### src/rtl/config_loader.sv
// Loads a pyramid level word followed by NUM_CONFIG config words into shadow registers,
// then commits the whole set to the active outputs on the final handshake.
//
// state | meaning
// IDLE  | no load in progress; active set (if any) held
// LEVEL | waiting for the total_level word
// CFG   | collecting config words into the shadow registers
// DONE  | active set committed and valid; waiting for the next cfg_start
module config_loader #(
    parameter int NUM_CONFIG      = 18,
    parameter int CONFIG_BIT_SIZE = 13,
    parameter int LEVEL_BIT_SIZE  = 3,
    parameter int MAX_LEVEL       = 4
) (
    input  logic                                  clk,
    input  logic                                  reset,
    input  logic                                  cfg_start,
    input  logic                                  cfg_valid,
    output logic                                  cfg_ready,
    input  logic [CONFIG_BIT_SIZE-1:0]            cfg_data,
    output logic [NUM_CONFIG*CONFIG_BIT_SIZE-1:0] config_bus,
    output logic [LEVEL_BIT_SIZE-1:0]             total_level,
    output logic                                  config_done,
    output logic                                  load_error
);

    localparam int IDX_W = (NUM_CONFIG > 1) ? $clog2(NUM_CONFIG) : 1;

    typedef enum logic [1:0] {IDLE, LEVEL, CFG, DONE} state_t;

    state_t                      state, state_nxt;
    logic [IDX_W-1:0]            index;
    logic [CONFIG_BIT_SIZE-1:0]  shadow [NUM_CONFIG];
    logic [LEVEL_BIT_SIZE-1:0]   shadow_level;
    logic                        handshake;
    logic                        level_legal;
    logic                        last_word;

    always_comb begin
        cfg_ready   = ((state == LEVEL) || (state == CFG)) && !cfg_start;
        handshake   = cfg_valid && cfg_ready;
        last_word   = (index == IDX_W'(NUM_CONFIG - 1));
        level_legal = ((cfg_data >> LEVEL_BIT_SIZE) == '0) &&
                      (cfg_data[LEVEL_BIT_SIZE-1:0] != '0) &&
                      (cfg_data[LEVEL_BIT_SIZE-1:0] <= LEVEL_BIT_SIZE'(MAX_LEVEL));
    end

    always_comb begin
        state_nxt = state;
        case (state)
            IDLE, DONE: if (cfg_start) state_nxt = LEVEL;
            LEVEL: begin
                if (cfg_start)      state_nxt = LEVEL;
                else if (handshake) state_nxt = level_legal ? CFG : IDLE;
            end
            CFG: begin
                if (cfg_start)                   state_nxt = LEVEL;
                else if (handshake && last_word) state_nxt = DONE;
            end
            default: state_nxt = IDLE;
        endcase
    end

    always_ff @(posedge clk) begin
        if (reset) begin
            state        <= IDLE;
            index        <= '0;
            shadow_level <= '0;
            config_bus   <= '0;
            total_level  <= '0;
            config_done  <= 1'b0;
            load_error   <= 1'b0;
            for (int i = 0; i < NUM_CONFIG; i++) shadow[i] <= '0;
        end else begin
            state <= state_nxt;
            if (cfg_start) begin
                // start or restart: previous shadow contents are discarded
                index        <= '0;
                shadow_level <= '0;
                config_done  <= 1'b0;
                load_error   <= 1'b0;
                for (int i = 0; i < NUM_CONFIG; i++) shadow[i] <= '0;
            end else if (handshake) begin
                if (state == LEVEL) begin
                    if (level_legal) shadow_level <= cfg_data[LEVEL_BIT_SIZE-1:0];
                    else             load_error   <= 1'b1;
                end else if (state == CFG) begin
                    shadow[index] <= cfg_data;
                    if (last_word) begin
                        // final word bypasses its shadow slot so the commit lands on this edge
                        for (int i = 0; i < NUM_CONFIG - 1; i++)
                            config_bus[i*CONFIG_BIT_SIZE +: CONFIG_BIT_SIZE] <= shadow[i];
                        config_bus[(NUM_CONFIG-1)*CONFIG_BIT_SIZE +: CONFIG_BIT_SIZE] <= cfg_data;
                        total_level <= shadow_level;
                        config_done <= 1'b1;
                    end else begin
                        index <= index + IDX_W'(1);
                    end
                end
            end
        end
    end

endmodule
### config.mk
export PLATFORM = sky130hd
export DESIGN_NAME = config_loader
export DESIGN_NICKNAME = d
export VERILOG_FILES = /design/src/rtl/config_loader.sv
export SDC_FILE = /design/constraint.sdc
export NUM_CORES = 1
export LEC_CHECK = 0
export ABC_AREA = 1
export CAP_MARGIN = 10
export CORE_MARGIN = 1
export CORE_UTILIZATION = 45
export DETAILED_ROUTE_END_ITERATION = 16
export GPL_ROUTABILITY_DRIVEN = 0
export PLACE_DENSITY = 0.67
export SYNTH_ARGS = -nofsm -noshare
export SYNTH_HDL_FRONTEND = slang
export SYNTH_SLANG_ARGS = --single-unit
export TNS_END_PERCENT = 50
### constraint.sdc
create_clock -name clk -period 3 [get_ports clk]
set_clock_uncertainty 0.05 [all_clocks]
set_input_delay 0.6 -clock clk [delete_from_list [all_inputs] [get_ports clk]]
set_output_delay 0.6 -clock clk [all_outputs]
set_load 0.01 [all_outputs]
==> impl_metrics.env <==
export IMPL_clock_sinks=470
export IMPL_drt_wl_total_um=44300
export IMPL_vias_per_cell=5.04
export IMPL_vias=12223
export IMPL_netlist_area_um2=16800
export IMPL_syn_nets=1694
export IMPL_max_stage_delay_ns=0.65
export IMPL_drive_gt1_share_pct=7.25
export IMPL_postSynthCellCount=1670
export IMPL_final_antenna_net_count=0
export IMPL_slowest_stage="clkdlybuf4s50_1"
export IMPL_grt_overflow=0
export IMPL_cts_repair_resized=0
export IMPL_worst_path_buf_inv=2
export IMPL_dpl_hpwl_um=27200
export IMPL_io_buffers=256
export IMPL_synth_enable_flop_cells=221
export IMPL_first_pass_iters=5
export IMPL_cp_start_kind="flip-flop"
export IMPL_nNetsFinal=1943
export IMPL_hp_class="flip-flop to flip-flop"
export IMPL_final_setup_tns_ns=0
export IMPL_syn2layout_area_growth_pct=27.3
export IMPL_rsz0062_at_grt="false"
export IMPL_multi_input_area_um2=4430
export IMPL_cts_hold_buffers=0
export IMPL_crit_chain="inv_1 > ha_1 > nor2_2 > clkdlybuf4s50_1"
export IMPL_clockRootBuffer="clkbuf_16"
export IMPL_yosysWarnings=0
export IMPL_grt_pass1_wl_um=67100
export IMPL_finalCritPeriodShare_pct=93.1
export IMPL_power_total_w=0.0130
export IMPL_required_ns=2.35
export IMPL_power_per_cell_area_nw_per_um2=607
export IMPL_clock_latency_ns=0.58
export IMPL_remaining_drc_errors=0
export IMPL_cp_arrival_ns=2.14
export IMPL_avgSynthCellArea_um2=10.1
export IMPL_finalMaxSlewViolations=0
export IMPL_core_um2=36700
export IMPL_grt_pass1_vias=11543
export IMPL_yosysTopAreaCell="edfxtp_1"
export IMPL_setup_slack_ns=0.206
export IMPL_cts_buffers=47
export IMPL_antenna_found_initial=1
export IMPL_clock_path_buffers=3
export IMPL_pre_cts_slack_ns=0.164
export IMPL_synthFlopType="dfxtp_1"
export IMPL_startpoint="state[0]$_SDFFE_PP0P_"
export IMPL_r2r_start="state[0]$_SDFFE_PP0P_"
export IMPL_outcome="complete, no violations"
export IMPL_ys_ff_latch=470
export IMPL_yosysMostFrequentCell="nor2_1"
export IMPL_slew_headroom_pct=20.8
export IMPL_regArea_um2=11600
export IMPL_yosys_top_cells_count="nor2_1, dfxtp_1, edfxtp_1"
export IMPL_min_from="config_bus[116]$_SDFFE_PP0P_"
export IMPL_die_h_um=195
export IMPL_whs_ns=0.428
export IMPL_grt_max_degree=238
export IMPL_htreeDepth=2
export IMPL_postCtsSetupBuffers=0
export IMPL_hold_violations=0
export IMPL_fp_dieW_um=195
export IMPL_diodes=0
export IMPL_track_usage_pct=23.2
export IMPL_end_kind="primary output"
export IMPL_criticalPathCategory="flip-flop to primary output"
export IMPL_rows=70
export IMPL_dieArea_um2=38100
export IMPL_combPwrFrac_pct=3.1
export IMPL_swShare_pct=21.4
export IMPL_fin_crit_ns=2.79
export IMPL_finalSetupViolCount=0
export IMPL_clkPwrFrac_pct=44.1
export IMPL_seqPwrFrac_pct=52.8
export IMPL_path_max_fanout=3
export IMPL_p_leak_nw=8.04
export IMPL_nFillCells=3125
export IMPL_async_flop_share_pct=0
export IMPL_maxCapViolCount=0
export IMPL_clk_pin_slew_ns=0.06
export IMPL_yosysTopAreaCellShare_pct=39.5
export IMPL_finish_utilization_pct=58.2
export IMPL_synthTopCellsByArea="edfxtp_1, dfxtp_1, nor2_1"
export IMPL_clock_fmax_ghz=0.358
export IMPL_cts_tree="yes"
export IMPL_worst_pin_slew_ns=1.18
export IMPL_p_int_w=0.0102
export IMPL_pin_count=257
export IMPL_yosysUniqueCellTypes=29
export IMPL_peakVddDrop_mv=0.463
export IMPL_initialDrtViolationCount=969
export IMPL_wl_per_cell_um=18.3
export IMPL_initial_core_util_pct=45.7
export IMPL_p_sw_w=0.00278
export IMPL_path_delay_family="buffers and inverters"
export IMPL_ys_seq_area_share_pct=69.2
## tightest hold or removal path: cells and delay by family (launching register included)
family	cells	cell delay (ns)
flip-flops	1	0.32
AND/OR/NAND/NOR	2	0.13
## final timing paths
check | endpoint | slack, ns | cells past startpoint
max | cfg_ready | 0.21 | 4
min | config_bus[116]$_SDFFE_PP0P_ | 0.43 | 2
max reg2reg | config_bus[208]$_SDFFE_PP0P_ | 0.51 | 9
min reg2reg | config_bus[116]$_SDFFE_PP0P_ | 0.43 | 2
## cells in the final DEF (no fill, tap or decap), drive strengths merged, types with 11 or more instances in the layout
cell type,synthesis,final
clkinv,13,31
nand2,49,49
clkbuf,76,66
o21ai,241,241
edfxtp,221,221
inv,22,23
dfxtp,249,249
nor2,725,725
buf,35,55
clkdlybuf4s50,0,256
nand3,11,11
## per-layer routing
layer	share of wire, %	global-route usage (%)	vias to the layer above
met2	48	38.7	406
met1	42	29.6	5758
met3	6.3	4.59	99
met4	3.5	9.68	2
li1	-	-	5958
met5	0.029	0	-
## kinds of logic after synthesis
group           Yosys count  synth area share, %
compound gates          249                 7.45
flops                   470                 69.2
fa+ha+maj                 7                0.522
simple gates            796                 18.2
buf+inv                 146                 4.49
xor+xnor                  2                0.104
## through the flow
step | cell area, um^2 | std cells
floorplan | 16800 | 1670
global placement | 19900 | 2338
detailed placement | 19900 | 2338
CTS | 21400 | 2426
global route | 21400 | 2426
finish | 21400 | 2426
## cell type report
type                    instances  share of cell area [%]
well taps                     468                    2.74
clock inverters                22                   0.697
clock buffers                  66                    6.40
flip-flops and latches        470                    54.4
repair buffers                311                    14.4
multi-input cells            1054                    20.7
inverters                      35                   0.673
## power groups by stage
stage,logic (W),clock network [W],registers [W]
6_report,0.000396,0.00572,0.00685
5_1_grt,0.000430,0.00608,0.00686
4_1_cts,0.000398,0.00582,0.00685
3_5_place_dp,0.000397,0,0.00699
3_3_place_gp,0.000391,0,0.00698
2_1_floorplan,0.000209,0,0.00698
## flip-flops by register name, summed over array words and instances, names as in the netlist
register / count
shadow_level: 3
config_bus: 234
total_level: 3
load_error: 1
config_done: 1
shadow: 221
index: 5
state: 2
(Power assumes the default switching activity.)
